--- config.mk ---
export PLATFORM = sky130hd
export DESIGN_NAME = seg_scan_ctrl
export DESIGN_NICKNAME = d
export VERILOG_FILES = /design/src/rtl/seg_pkg.sv /design/src/rtl/scan_tick_gen.sv /design/src/rtl/seg_scan_ctrl.sv
export SDC_FILE = /design/constraint.sdc
export NUM_CORES = 1
export LEC_CHECK = 0
export ABC_CLOCK_PERIOD_IN_PS = 6130
export BUFFER_PORTS_ARGS = -buffer_cell sky130_fd_sc_hd__buf_2
export CAP_MARGIN = 10
export CORE_UTILIZATION = 60
export CTS_CLUSTER_DIAMETER = 200
export DETAILED_ROUTE_END_ITERATION = 12
export PLACE_DENSITY = 0.81
export SLEW_MARGIN = 40
export SYNTH_ARGS = -nofsm -noshare
export SYNTH_HDL_FRONTEND = slang
export SYNTH_HIERARCHICAL = 1
export SYNTH_SLANG_ARGS = --single-unit
--- constraint.sdc ---
create_clock -name clk -period 6.13 [get_ports clk]
set_input_delay 1.226 -clock clk [delete_from_list [all_inputs] [get_ports clk]]
set_output_delay 1.226 -clock clk [all_outputs]
set_load 0.01 [all_outputs]
--- src/rtl/seg_pkg.sv ---
// ============================================================================
// Module   : seg_pkg
// Purpose  : Shared constants and anode helper for the seven-segment scan path.
// Revision : 1.0 - initial release
// ============================================================================
`default_nettype none

package seg_pkg;

    localparam int   SEG_NIBBLE_W = 4;
    localparam int   MAX_DIGITS   = 8;
    localparam logic ANODE_OFF    = 1'b1;

    // Active-low anode vector with only the selected digit driven on.
    function automatic logic [MAX_DIGITS-1:0] anode_onecold(input logic [2:0] idx);
        logic [MAX_DIGITS-1:0] v;
        v = {MAX_DIGITS{ANODE_OFF}};
        v[idx] = ~ANODE_OFF;
        return v;
    endfunction

endpackage

`default_nettype wire

--- src/rtl/scan_tick_gen.sv ---
// ============================================================================
// Module   : scan_tick_gen
// Purpose  : Free-running CLK_DIV prescaler; tick marks the last cycle of a slot.
// Revision : 1.0 - initial release
// ============================================================================
`default_nettype none

module scan_tick_gen #(
    parameter int CLK_DIV = 50000
) (
    input  logic clk,
    input  logic rst,
    output logic tick
);

    localparam int                CNT_W     = (CLK_DIV > 1) ? $clog2(CLK_DIV) : 1;
    localparam logic [CNT_W-1:0]  C_CNT_MAX = CNT_W'(CLK_DIV - 1);

    logic [CNT_W-1:0] r_cnt;

    always_ff @(posedge clk or posedge rst) begin
        if (rst) begin
            r_cnt <= '0;
        end else if (r_cnt == C_CNT_MAX) begin
            r_cnt <= '0;
        end else begin
            r_cnt <= r_cnt + CNT_W'(1);
        end
    end

    assign tick = (r_cnt == C_CNT_MAX);

endmodule

`default_nettype wire

--- src/rtl/seg_scan_ctrl.sv ---
// ============================================================================
// Module   : seg_scan_ctrl
// Purpose  : Double-buffered hex display scanner sharing one segment decoder.
//            Optional leading-zero suppression when SEG_LZB_EN is defined.
// Revision : 1.0 - initial release
// ============================================================================
`default_nettype none

module seg_scan_ctrl
    import seg_pkg::*;
#(
    parameter int DIGITS  = 4,
    parameter int CLK_DIV = 50000
) (
    input  logic                         clk,
    input  logic                         rst,
    input  logic [SEG_NIBBLE_W*DIGITS-1:0] value_in,
    input  logic                         load,
    output logic                         ready,
    input  logic [DIGITS-1:0]            blank_mask,
    output logic [SEG_NIBBLE_W-1:0]      dec_nibble,
    output logic [DIGITS-1:0]            an,
    output logic                         frame_done
);

    localparam int               VAL_W      = SEG_NIBBLE_W * DIGITS;
    localparam int               IDX_W      = $clog2(DIGITS);
    localparam logic [IDX_W-1:0] C_IDX_LAST = IDX_W'(DIGITS - 1);

    logic [IDX_W-1:0]        r_idx;
    logic [VAL_W-1:0]        r_disp;
    logic [VAL_W-1:0]        r_pend;
    logic                    r_pend_v;
    logic [DIGITS-1:0]       r_an;
    logic [SEG_NIBBLE_W-1:0] r_nib;
    logic                    r_frame_done;

    logic                    w_tick;
    logic                    w_wrap;
    logic                    w_accept;
    logic [IDX_W-1:0]        w_idx_next;
    logic [VAL_W-1:0]        w_disp_next;
    logic [SEG_NIBBLE_W-1:0] w_nib_next;
    logic [DIGITS-1:0]       w_onecold;
    logic [DIGITS-1:0]       w_lzb;
    logic [DIGITS-1:0]       w_dark;

    scan_tick_gen #(
        .CLK_DIV (CLK_DIV)
    ) u_tick_gen (
        .clk  (clk),
        .rst  (rst),
        .tick (w_tick)
    );

    assign ready    = ~r_pend_v;
    assign w_wrap   = w_tick && (r_idx == C_IDX_LAST);
    assign w_accept = load && ready;

    always_comb begin
        w_idx_next  = r_idx;
        w_disp_next = r_disp;
        w_nib_next  = '0;
        if (w_tick) begin
            w_idx_next = (r_idx == C_IDX_LAST) ? '0 : r_idx + IDX_W'(1);
        end
        // A load landing on the wrap edge skips the pending buffer entirely.
        if (w_wrap) begin
            if (w_accept) begin
                w_disp_next = value_in;
            end else if (r_pend_v) begin
                w_disp_next = r_pend;
            end
        end
        for (int i = 0; i < DIGITS; i++) begin
            if (w_idx_next == IDX_W'(i)) begin
                w_nib_next = w_disp_next[i*SEG_NIBBLE_W +: SEG_NIBBLE_W];
            end
        end
    end

    assign w_onecold = DIGITS'(anode_onecold(3'(w_idx_next)));

`ifdef SEG_LZB_EN
    for (genvar i = 0; i < DIGITS; i++) begin : g_lzb
        if (i == 0) begin : g_lzb_d0
            assign w_lzb[i] = 1'b0;
        end else begin : g_lzb_dn
            assign w_lzb[i] = (w_disp_next[VAL_W-1:i*SEG_NIBBLE_W] == '0);
        end
    end
`else
    assign w_lzb = '0;
`endif

    assign w_dark = blank_mask | w_lzb;

    always_ff @(posedge clk or posedge rst) begin
        if (rst) begin
            r_idx        <= C_IDX_LAST;
            r_disp       <= '0;
            r_pend       <= '0;
            r_pend_v     <= 1'b0;
            r_an         <= {DIGITS{ANODE_OFF}};
            r_nib        <= '0;
            r_frame_done <= 1'b0;
        end else begin
            r_idx        <= w_idx_next;
            r_disp       <= w_disp_next;
            r_frame_done <= w_wrap;
            if (w_accept && !w_wrap) begin
                r_pend   <= value_in;
                r_pend_v <= 1'b1;
            end else if (w_wrap) begin
                r_pend_v <= 1'b0;
            end
            if (w_tick) begin
                r_an  <= w_dark[w_idx_next] ? {DIGITS{ANODE_OFF}} : w_onecold;
                r_nib <= w_nib_next;
            end
        end
    end

    assign an         = r_an;
    assign dec_nibble = r_nib;
    assign frame_done = r_frame_done;

endmodule

`default_nettype wire

==> PnR_summary.wiki, run 1 <==
{| class="wikitable"
! Metric !! Value
|-
| Outcome || complete, no violations
|-
| Fraction of final layout cells sized beyond drive strength 1 || 26.9%
|-
| TritonCTS clock tree || yes
|-
| Logic gate share of total power || 5.2%
|-
| Hold-fix buffer count after cts || 0
|-
| Commonest cells in the netlist || sky130_fd_sc_hd__dfrtp_1, sky130_fd_sc_hd__nor2_1, sky130_fd_sc_hd__a21oi_1
|-
| Sequential share of power || 49.3%
|-
| Pre-CTS worst setup slack || 2.69 ns
|-
| Remaining number of nets flagged by the antenna check after routing || 0
|-
| Pins Over Slew Limit || 0
|-
| Number of hold-slack violations in the final timing report || 0
|-
| Setup violations, final || 0
|-
| Async SR Flop Fraction || 100%
|-
| Total Negative Setup Slacks || 0 ns
|-
| Horizontal die dimension || 71.9 um
|-
| Number of resized instances in the post-cts repair step || 0
|-
| Reported leakage power || 1.48 nW
|-
| Synthesis-stage register bit count || 60
|-
| Buffer count from post-CTS setup fixing || 0
|-
| H-tree levels || 3
|-
| Core outline area || 4720 um2
|-
| Category of the worst setup path launch point || flip-flop
|-
| Global-route wire length before repair || 10.7 mm
|-
| Slew at the pin with the worst max-slew slack || 0.795 ns
|-
| Critical path capture point type || flip-flop
|-
| DRC errors left || 0
|-
| Worst rel slew slack || 46.6%
|-
| Period utilisation layout || 55.4%
|-
| Setup repair after global routing missed its margin || no
|-
| Clock Pin Slew Worst Setup and Hold Paths || 0.06 ns
|-
| Min setup slack post-route || 2.73 ns
|-
| Cell accounting for the most synthesized area || sky130_fd_sc_hd__dfrtp_1
|-
| Placement Rows || 25
|-
| Dominant cells by area after synthesis || sky130_fd_sc_hd__dfrtp_1, sky130_fd_sc_hd__dfstp_2, sky130_fd_sc_hd__mux2_2
|-
| Predominant post-synthesis flop cell || sky130_fd_sc_hd__dfrtp_1
|-
| Highest clock frequency the design can meet || 294 MHz
|-
| Clk Latency, worst-skew pair || 0.34 ns
|-
| Via count of the first global-routing pass || 2216
|-
| Post-synthesis instance area || 2930 um2
|-
| Met3 Resource Use GR || 7.45%
|-
| Pint || 0.670 mW
|-
| Net count of the mapped netlist || 307
|-
| Total Die Area || 5170 um2
|-
| Number of nets in the final layout || 336
|-
| Number of antenna violations at the first check in global routing || 0
|-
| Number of buffers created by CTS || 9
|-
| Global Route met2 Usage || 47.1%
|-
| Antenna diodes || 0
|-
| Delay contributed by the slowest stage of the critical path || 0.73 ns
|-
| First-pass detailed-route iteration total || 4
|-
| Worst path slowest cell || sky130_fd_sc_hd__nor4_4
|-
| GRT met1 Usage || 33.4%
|-
| Clock power share || 45.5%
|-
| Max VDD drop || 0.222 mV
|-
| Type of the setup path with the least slack || reg2reg
|-
| Overall Global Routing Usage || 27.4%
|-
| Most Frequent Cell on Critical Path || sky130_fd_sc_hd__a31oi_1
|-
| Number of DRC markers in iteration 0 || 201
|-
| DIE HEIGHT || 71.9 um
|-
| Most numerous cell in the Yosys netlist || sky130_fd_sc_hd__dfrtp_1
|-
| Worst-case clock buffer depth || 2
|-
| Min cycle time layout || 3.40 ns
|-
| Pin count of the biggest net entering global routing || 45
|-
| Number of distinct library cells after synthesis || 47
|-
| Initial Util || 62.0%
|-
| Net switching power || 0.183 mW
|-
| Per-instance average area after synthesis || 10.4 um2
|-
| Routed length per instance || 16.7 um
|-
| Clock Tree Root || sky130_fd_sc_hd__clkbuf_8
|-
| Crit path arrival time || 3.60 ns
|-
| Net switching fraction of the power || 21.4%
|-
| PD cells || 258 nW/um2
|-
| Count of synthesis-stage warnings from yosys || 6
|-
| Overall routed net length || 6.41 mm
|-
| Placer Congestion || 0.854
|-
| Vias after detailed routing || 2311
|-
| Residual overflow from global routing || 0
|-
| Global routing's busiest layer || met2
|-
| Worst Clk Skew || 0.00496 ns
|-
| Cell-by-cell listing of the critical path || or4b_4 -> nor4_4 -> buf_4 -> nand2_4 -> inv_4 -> a31oi_1 -> o221a_2 -> a32oi_1 -> a31oi_1
|-
| Required arrival time at the worst endpoint || 6.34 ns
|-
| I/O pin total || 33
|-
| Clock tree sinks || 60
|-
| Number of standard cells after synthesis || 282
|-
| Top-area cell type share of the netlist area || 46.1%
|-
| Classification of the worst-slack hold path || reg2reg
|-
| Avg Vias per Cell || 6.03
|-
| Number of maximum-capacitance violations || 0
|-
| Sequential fraction of the synthesis area || 51.5%
|-
| HPWL Detailed || 4.31 mm
|-
| Post-synth EDFFs || 0
|-
| Highest net fanout along the worst path || 25
|-
| Port Buffers || 32
|-
| Signed area change from the synthesized netlist to the final layout || 12.6%
|}
## cell usage in the layout (no fill, tap or decap), drive strengths merged, types with 6 or more instances in the layout
cell type and n:
a21oi 16, a31oi 13, mux2 11, xor2 8
dfstp 6, nand2 15, or3 9, o221a 6
o22ai 12, buf 34, clkbuf 11, dfrtp 54
or2 6, nand3 6, inv 11, nor2 29
o21ai 14, nand4 6
## critical path: cells and delay by family, from the launching register on
kind                   cells  cell delay (ns)
and+or+nand+nor            3             1.44
AOI/OAI and AO/OA          4             0.73
DFF                        1             0.45
buffers and inverters      2             0.64
## per-layer routing
metal	routed length, um	vias to the layer above
met1	2650	1139
met3	325	10
met4	90	0
met2	3350	80
li1	-	1082
met5	0	-
## state kept, by name, summed over array words and instances (netlist names)
signal	count
dec_nibble	4
u_tick_gen/r_cnt	16
r_pend_v	1
an	4
r_pend	16
r_idx	2
r_disp	16
frame_done	1
## through the flow
step	hold slack (ns)	cell area, um2	util (%)	cells	total power [mW]
after floorplan	0.443	2930	-	282	0.455
after global placement	0.464	3080	65.2	367	0.470
after detailed placement	0.480	3080	65.2	367	0.472
after CTS	0.494	3290	69.7	383	0.861
after global routing	0.530	3300	69.9	383	0.883
final	0.488	3300	69.9	383	0.852
## final cells by class
cell class	count	area [um2]
flip-flops and latches	60	1510
fillers	356	1420
multi-input cells	194	1270
repair buffers	34	175
clock buffers	11	141
well taps	67	83.8
clock inverters	5	75.1
inverters	12	47.5
## power groups by stage
stage	sequential (mW)	combinational, mW	clock (mW)
2_1_floorplan	0.424	0.0315	0
3_3_place_gp	0.427	0.0434	0
3_5_place_dp	0.427	0.0450	0
4_1_cts	0.420	0.0454	0.395
5_1_grt	0.421	0.0512	0.410
6_report	0.420	0.0446	0.388
## cell families after synthesis
group / count (synthesis) / share of synthesized area (%)
simple gates: 96 / 18.1
compound gates: 71 / 15.7
flops: 60 / 51.5
buf+inv: 28 / 5.38
xor+xnor: 13 / 3.89
mux: 12 / 4.57
fa+ha+maj: 2 / 0.854
## final timing paths
kind,slack (ns),cells past startpoint,to,startpoint
worst max-delay path,2.73,9,dec_nibble[1]$_DFFE_PP0P_,u_tick_gen/r_cnt[4]$_DFF_PP0_
worst min-delay path,0.49,2,r_pend[5]$_DFFE_PP0P_,r_pend[5]$_DFFE_PP0P_
worst max register to register,2.73,9,dec_nibble[1]$_DFFE_PP0P_,u_tick_gen/r_cnt[4]$_DFF_PP0_
worst min register to register,0.49,2,r_pend[5]$_DFFE_PP0P_,r_pend[5]$_DFFE_PP0P_
max in group asynchronous,4.72,3,r_disp[5]$_DFF_PP0_,rst
min in group asynchronous,0.96,2,u_tick_gen/r_cnt[6]$_DFF_PP0_,rst
Power figures use the tool's default switching activity.
==> run 2: changes to the inputs <==
--- a/config.mk
+++ b/config.mk
@@ -5,13 +5,13 @@
 export SDC_FILE = /design/constraint.sdc
 export NUM_CORES = 1
 export LEC_CHECK = 0
-export ABC_CLOCK_PERIOD_IN_PS = 6130
+export ABC_CLOCK_PERIOD_IN_PS = 2770
 export BUFFER_PORTS_ARGS = -buffer_cell sky130_fd_sc_hd__buf_2
 export CAP_MARGIN = 10
-export CORE_UTILIZATION = 60
+export CORE_UTILIZATION = 52
 export CTS_CLUSTER_DIAMETER = 200
 export DETAILED_ROUTE_END_ITERATION = 12
-export PLACE_DENSITY = 0.81
+export PLACE_DENSITY = 0.75
 export SLEW_MARGIN = 40
 export SYNTH_ARGS = -nofsm -noshare
 export SYNTH_HDL_FRONTEND = slang
==> constraint.sdc (replaced) <==
create_clock -name clk -period 2.77 [get_ports clk]
set_input_delay 0.554 -clock clk [delete_from_list [all_inputs] [get_ports clk]]
set_output_delay 0.554 -clock clk [all_outputs]
set_load 0.01 [all_outputs]
==> run 2 against run 1 <==
Compared with the run above:
- via count decreased by 0.52%
- critical path depth decreased by 1
- combinational power increased by 130%
- non-clock buffer count increased by 7
- routed wire length increased by 2.9%
==> PnR_summary.wiki, run 2 (synthesized netlist as in run 1, its figures left out) <==
{| class="wikitable"
! Metric !! Value
|-
| Clock tree sinks || 60
|-
| I/O pin total || 33
|-
| Signed area change from the synthesized netlist to the final layout || 13.8%
|-
| Category of the worst setup path launch point || flip-flop
|-
| Worst hold margin || 0.282 ns
|-
| PD cells || 532 nW/um2
|-
| First-pass detailed-route iteration total || 4
|-
| Number of antenna violations at the first check in global routing || 0
|-
| Pin count of the biggest net entering global routing || 45
|-
| Critical path capture point type || flip-flop
|-
| Classification of the worst-slack hold path || in2async
|-
| Number of hold-slack violations in the final timing report || 0
|-
| Slew at the pin with the worst max-slew slack || 0.581 ns
|-
| Highest net fanout along the worst path || 34
|-
| DIE HEIGHT || 77.1 um
|-
| Via count of the first global-routing pass || 2235
|-
| Global-route wire length before repair || 10.9 mm
|-
| Total Negative Setup Slacks || 0 ns
|-
| Count of non-filler cells in the finished layout || 393
|-
| Core outline area || 5270 um2
|-
| Vias after detailed routing || 2299
|-
| Worst rel slew slack || 61.2%
|-
| Remaining number of nets flagged by the antenna check after routing || 0
|-
| Routed length on met3 || 522 um
|-
| H-tree levels || 3
|-
| Worst Reg-to-Reg Cells || 8
|-
| DRC errors left || 0
|-
| Avg Vias per Cell || 5.85
|-
| Type of the setup path with the least slack || reg2reg
|-
| Setup violations, final || 0
|-
| Worst-case clock buffer depth || 2
|-
| Max VDD drop || 0.306 mV
|-
| Horizontal die dimension || 77.1 um
|-
| Total Power Consumption || 1.77 mW
|-
| Required arrival time at the worst endpoint || 3.03 ns
|-
| TritonCTS clock tree || yes
|-
| Routed length per instance || 16.8 um
|-
| Routed wire length on met2 || 3.06 mm
|-
| Highest clock frequency the design can meet || 381 MHz
|-
| Crit path arrival time || 2.89 ns
|-
| Commonest non-fill, non-tap cells in the layout || sky130_fd_sc_hd__dfrtp_1, sky130_fd_sc_hd__buf_2, sky130_fd_sc_hd__nor2_1
|-
| Fraction of final layout cells sized beyond drive strength 1 || 27.9%
|-
| Number of nets in the final layout || 343
|-
| Initial Util || 55.6%
|-
| Clock Tree Root || sky130_fd_sc_hd__clkbuf_8
|-
| Commonest non-fill, non-tap cell in the layout || sky130_fd_sc_hd__dfrtp_1
|-
| Min cycle time layout || 2.63 ns
|-
| Post-route design area || 3330 um2
|-
| Logic gate share of total power || 5.8%
|-
| Reported leakage power || 1.49 nW
|-
| Overall routed net length || 6.60 mm
|-
| Net switching fraction of the power || 22.9%
|-
| Outcome || complete, no violations
|-
| Overall Global Routing Usage || 24.2%
|-
| Antenna diodes || 0
|-
| Number of maximum-capacitance violations || 0
|-
| Area of placed instances || 3150 um2
|-
| Clock power share || 41.8%
|-
| Pins Over Slew Limit || 0
|-
| Placed Instances || 377
|-
| HPWL Detailed || 4.53 mm
|-
| Largest registers || r_disp: 16 flops, r_pend: 16 flops, u_tick_gen/r_cnt: 16 flops
|-
| Number of DRC markers in iteration 0 || 151
|-
| Highest routed layer || met4
|-
| Port Buffers || 32
|-
| Residual overflow from global routing || 0
|-
| Total Die Area || 5940 um2
|-
| Worst Clk Skew || 0.00559 ns
|-
| Net switching power || 0.407 mW
|-
| Wl on met1 || 2.94 mm
|-
| Storage cell area || 1510 um2
|-
| Pint || 1.37 mW
|-
| Sequential share of power || 52.4%
|-
| Count of filler cells inserted in the layout || 449
|-
| Placer Congestion || 0.850
|-
| Clock Pin Slew Worst Setup and Hold Paths || 0.07 ns
|-
| Total area of multi-input combinational cells || 1260 um2
|-
| Clk Latency, worst-skew pair || 0.34 ns
|-
| Placement Rows || 26
|-
| End of the worst register-to-register path || dec_nibble[2]$_DFFE_PP0P_
|-
| Setup repair after global routing missed its margin || no
|-
| Number of buffers created by CTS || 9
|-
| Period utilisation layout || 94.9%
|-
| Reg-to-Reg Start || u_tick_gen/r_cnt[4]$_DFF_PP0_
|-
| Reg-to-reg setup timing slack || 0.14 ns
|}
==> run 2: changes by cell type in the layout (fill, tap and decap cells not counted), sizes merged <==
cell	delta
buf	+7
bufinv	-1
clkinvlp	+1
==> run 2: power by group through the flow <==
| stage | sequential [mW] | combinational [mW] | clock, mW |
|---|---|---|---|
| global route | 0.933 | 0.116 | 0.789 |
| detailed placement | 0.946 | 0.102 | 0 |
| finish | 0.930 | 0.102 | 0.741 |
| CTS | 0.930 | 0.103 | 0.754 |
| global placement | 0.944 | 0.0995 | 0 |
| floorplan | 0.938 | 0.0697 | 0 |
==> run 2: how the worst max path moves through the flow <==
| stage | depth (start not counted) | from | slack, ns | end |
|---|---|---|---|---|
| after floorplan | 8 | u_tick_gen/r_cnt[4]$_DFF_PP0_ | 0.19 | r_pend[0]$_DFFE_PP0P_ |
| after global placement | 8 | u_tick_gen/r_cnt[4]$_DFF_PP0_ | 0.21 | dec_nibble[1]$_DFFE_PP0P_ |
| after detailed placement | 8 | u_tick_gen/r_cnt[4]$_DFF_PP0_ | 0.12 | dec_nibble[2]$_DFFE_PP0P_ |
| after CTS | 8 | u_tick_gen/r_cnt[4]$_DFF_PP0_ | 0.13 | dec_nibble[2]$_DFFE_PP0P_ |
| after global routing | 8 | u_tick_gen/r_cnt[4]$_DFF_PP0_ | 0.02 | dec_nibble[0]$_DFFE_PP0P_ |
| final | 8 | u_tick_gen/r_cnt[4]$_DFF_PP0_ | 0.14 | dec_nibble[2]$_DFFE_PP0P_ |
==> run 2: what timing repair did <==
item / CTS / global route
hold buffers: 0 / 0
buffers inserted: 0 / 0
setup endpoints to repair: 0 / 2
resized for setup: 0 / 1
==> run 2: worst max-delay path: stages, from the launching register on <==
cell and delay, ns:
sky130_fd_sc_hd__dfrtp_1 0.44, sky130_fd_sc_hd__or4b_4 0.55, sky130_fd_sc_hd__nor4_4 0.42, sky130_fd_sc_hd__buf_12 0.25, sky130_fd_sc_hd__inv_2 0.08, sky130_fd_sc_hd__or3_1 0.37, sky130_fd_sc_hd__o21ai_0 0.16, sky130_fd_sc_hd__a32oi_1 0.10
sky130_fd_sc_hd__a31oi_1 0.17
==> run 2: per-layer routing <==
layer | up-vias | global-route usage (%)
met5 | - | 0
met4 | 0 | 10.4
met3 | 8 | 4.40
met2 | 87 | 37.9
met1 | 1102 | 33.2
li1 | 1102 | -
==> run 2: layout make-up <==
class	instances	share of cell area (%)
sequential	60	45.3
multi-input combinational	194	37.9
timing repair buffer	41	7.21
clock buffer	11	3.94
tap	70	2.63
clock inverter	5	1.58
inverter	12	1.50
==> run 2: through the flow <==
stage	utilization [%]	worst slack, ns
floorplan	-	0.186
detailed placement	59.7	0.123
CTS	63.2	0.128
global placement	59.7	0.212
finish	63.2	0.142
global route	63.2	0.0198
==> run 3: changes to the inputs <==
--- a/config.mk
+++ b/config.mk
@@ -15,5 +15,4 @@
 export SLEW_MARGIN = 40
 export SYNTH_ARGS = -nofsm -noshare
 export SYNTH_HDL_FRONTEND = slang
-export SYNTH_HIERARCHICAL = 1
 export SYNTH_SLANG_ARGS = --single-unit
==> run 3 against run 2 <==
Compared with the run above:
- sequential cell count stayed put
- routed wire length shrank 6.6%
- sequential share of layout area up 0.80 points
- global-route usage is 0.46 points lower
- clock skew about the same
- first-iteration DRC count up 7.9%
- setup slack better by 0.13 ns
- maximum frequency up 5.1%
- final cell count shrank 1.5%
- non-clock buffer count unchanged
- combinational power shrank 7%
- critical path type unchanged
==> PnR_summary.wiki, run 3 <==
{| class="wikitable"
! Metric !! Value
|-
| Min cycle time layout || 2.50 ns
|-
| Worst-case clock buffer depth || 2
|-
| H-tree levels || 3
|-
| Per-instance average area after synthesis || 10.3 um2
|-
| DRC errors left || 0
|-
| Horizontal die dimension || 75.7 um
|-
| Min setup slack post-route || 0.268 ns
|-
| Required arrival time at the worst endpoint || 3.00 ns
|-
| Share of the core filled with cells || 63.3%
|-
| Most numerous cell in the Yosys netlist || sky130_fd_sc_hd__dfrtp_1
|-
| DIE HEIGHT || 75.7 um
|-
| Slew at the pin with the worst max-slew slack || 0.765 ns
|-
| Area of placed instances || 3070 um2
|-
| Hold-fix buffer count after cts || 0
|-
| Clk Latency, worst-skew pair || 0.34 ns
|-
| Initial Util || 54.5%
|-
| Highest net fanout along the worst path || 14
|-
| Fraction of final layout cells sized beyond drive strength 1 || 25.6%
|-
| Worst rel slew slack || 48.8%
|-
| Number of buffers created by CTS || 9
|-
| Remaining number of nets flagged by the antenna check after routing || 0
|-
| Routed length per instance || 15.9 um
|-
| Highest clock frequency the design can meet || 400 MHz
|-
| Placement Rows || 26
|-
| Post-route design area || 3280 um2
|-
| Antenna diodes || 0
|-
| Number of distinct library cells after synthesis || 38
|-
| Max VDD drop || 0.285 mV
|-
| Via count of the first global-routing pass || 2033
|-
| Period utilisation layout || 90.3%
|-
| Sequential fraction of the synthesis area || 53.5%
|-
| Overall Global Routing Usage || 23.8%
|-
| Number of nets in the final layout || 337
|-
| Number of maximum-capacitance violations || 0
|-
| Classification of the worst-slack hold path || in2async
|-
| TritonCTS clock tree || yes
|-
| Overall routed net length || 6.16 mm
|-
| Setup repair after global routing missed its margin || no
|-
| Worst path slowest cell || sky130_fd_sc_hd__nor2_1
|-
| Dominant cells by area after synthesis || sky130_fd_sc_hd__dfrtp_1, sky130_fd_sc_hd__dfstp_2, sky130_fd_sc_hd__mux2_2
|-
| Worst Clk Skew || 0.00563 ns
|-
| Cell accounting for the most synthesized area || sky130_fd_sc_hd__dfrtp_1
|-
| Post-synthesis instance area || 2820 um2
|-
| Clock Tree Root || sky130_fd_sc_hd__clkbuf_8
|-
| HPWL Detailed || 4.40 mm
|-
| Predominant post-synthesis flop cell || sky130_fd_sc_hd__dfrtp_1
|-
| Placer Congestion || 0.930
|-
| Top-area cell type share of the netlist area || 47.9%
|-
| Pre-CTS worst setup slack || 0.272 ns
|-
| Number of DRC markers in iteration 0 || 163
|-
| Signed area change from the synthesized netlist to the final layout || 16.1%
|-
| Critical path capture point type || flip-flop
|-
| Avg Vias per Cell || 5.64
|-
| Count of synthesis-stage warnings from yosys || 0
|-
| Post-synth EDFFs || 0
|-
| Buffer count from post-CTS setup fixing || 0
|-
| Async SR Flop Fraction || 100%
|-
| Total Die Area || 5720 um2
|-
| WP buf/inv || 2
|-
| Pin count of the biggest net entering global routing || 38
|-
| Core outline area || 5170 um2
|-
| Residual overflow from global routing || 0
|-
| Pins Over Slew Limit || 0
|-
| Dominant delay contributor by cell family on the critical path || simple AND/OR/NAND/NOR gates
|-
| Clock tree sinks || 60
|-
| Commonest non-fill, non-tap cell in the layout || sky130_fd_sc_hd__dfrtp_1
|-
| Count of filler cells inserted in the layout || 400
|-
| Vias after detailed routing || 2181
|-
| Commonest non-fill, non-tap cells in the layout || sky130_fd_sc_hd__dfrtp_1, sky130_fd_sc_hd__buf_2, sky130_fd_sc_hd__nand2_1
|-
| Clock Pin Slew Worst Setup and Hold Paths || 0.07 ns
|-
| Delay contributed by the slowest stage of the critical path || 0.61 ns
|-
| Largest registers || r_disp: 16 flops, r_pend: 16 flops, u_tick_gen.r_cnt: 16 flops
|-
| Global-route wire length before repair || 9.78 mm
|-
| Port Buffers || 32
|-
| Number of hold-slack violations in the final timing report || 0
|-
| Outcome || complete, no violations
|-
| Synthesis-stage register bit count || 60
|-
| Crit path arrival time || 2.73 ns
|-
| Category of the worst setup path launch point || flip-flop
|-
| First-pass detailed-route iteration total || 4
|-
| Total Negative Setup Slacks || 0 ns
|-
| Commonest cells in the netlist || sky130_fd_sc_hd__dfrtp_1, sky130_fd_sc_hd__nand2_1, sky130_fd_sc_hd__a21oi_1, sky130_fd_sc_hd__nor2_1, sky130_fd_sc_hd__inv_1
|-
| Setup violations, final || 0
|-
| Worst hold margin || 0.273 ns
|-
| PD cells || 545 nW/um2
|-
| Number of standard cells after synthesis || 274
|-
| Cell-by-cell listing of the critical path || ha_1 -> and4_1 -> nand4_1 -> inv_1 -> nor2_1 -> buf_4 -> mux2_2
|-
| I/O pin total || 33
|-
| Number of resized instances in the post-cts repair step || 0
|-
| Net count of the mapped netlist || 299
|-
| Type of the setup path with the least slack || reg2reg
|-
| Reported leakage power || 1.55 nW
|-
| Number of antenna violations at the first check in global routing || 0
|}
-- run 3: changes by cell type in the layout (fill, tap and decap cells not counted), moves of 4 or more --
cell                       before  now
sky130_fd_sc_hd__a221o_1        0    6
sky130_fd_sc_hd__nand4b_1       4    0
sky130_fd_sc_hd__nor2_1        29   19
sky130_fd_sc_hd__nand2_1       14   29
sky130_fd_sc_hd__clkbuf_8       9   14
sky130_fd_sc_hd__o221a_2        6    0
sky130_fd_sc_hd__or2_2          6    1
sky130_fd_sc_hd__and3_1         1    7
sky130_fd_sc_hd__inv_1          9   16
sky130_fd_sc_hd__a21boi_0       0    6
sky130_fd_sc_hd__a31oi_1       13    3
sky130_fd_sc_hd__or3_1          9    2
-- run 3: cell type report --
cell class                 instances  area, um2  area share, %
clock buffer                      16        200           6.11
timing repair buffer              41        228           6.95
sequential                        60       1510           46.1
multi-input combinational        182       1180           36.1
tap                               70       87.6           2.67
inverter                          18       68.8           2.10
-- run 3: layer usage --
| layer | up-vias | routed length, um | GRT usage (%) |
|---|---|---|---|
| met5 | - | 0 | 0 |
| met4 | 0 | 117 | 11.3 |
| met3 | 11 | 372 | 4.50 |
| met2 | 75 | 2830 | 35.9 |
| met1 | 1054 | 2850 | 33.3 |
| li1 | 1041 | - | - |
-- run 3: power by group --
group / total, mW / internal [mW] / switching, mW / leakage (nW)
registers: 0.920 / 0.908 / 0.0122 / 0.739
clock network: 0.769 / 0.448 / 0.321 / 0.103
logic: 0.0944 / 0.0435 / 0.0509 / 0.703
-- run 3: worst register-to-register path, cell delays in order (launching register included) --
cell                      delay [ns]
sky130_fd_sc_hd__dfstp_2        0.38
sky130_fd_sc_hd__ha_1           0.25
sky130_fd_sc_hd__and4_1         0.28
sky130_fd_sc_hd__nand4_1        0.13
sky130_fd_sc_hd__inv_1          0.09
sky130_fd_sc_hd__nor2_1         0.61
sky130_fd_sc_hd__buf_4          0.31
sky130_fd_sc_hd__mux2_2         0.34
-- run 3: through the flow --
step / instances / total power [mW]
final: 387 / 1.78
after global routing: 387 / 1.84
after CTS: 387 / 1.79
after detailed placement: 371 / 1.03
after global placement: 371 / 1.03
after floorplan: 274 / 0.991
-- run 3: path summary, 6_finish.rpt --
kind / to / start / slack, ns / cells past startpoint
max in group asynchronous: r_pend[9]$_DFFE_PP0P_ / rst / 1.86 / 3
setup reg to reg: r_pend[0]$_DFFE_PP0P_ / r_idx[0]$_DFF_PP1_ / 0.27 / 7
min in group clk: r_pend[14]$_DFFE_PP0P_ / value_in[14] / 0.43 / 3
hold / removal: r_pend[5]$_DFFE_PP0P_ / rst / 0.27 / 2
setup / recovery: r_pend[0]$_DFFE_PP0P_ / r_idx[0]$_DFF_PP1_ / 0.27 / 7
hold reg to reg: an[3]$_DFFE_PP1N_ / an[3]$_DFFE_PP1N_ / 0.47 / 2
-- run 3: logic make-up after synthesis --
group	Yosys count	share of synthesized area (%)
simple gates	86	16.1
compound gates	67	15.1
flops	60	53.5
buf+inv	32	4.61
mux	15	6.08
xor+xnor	12	3.73
fa+ha+maj	2	0.887
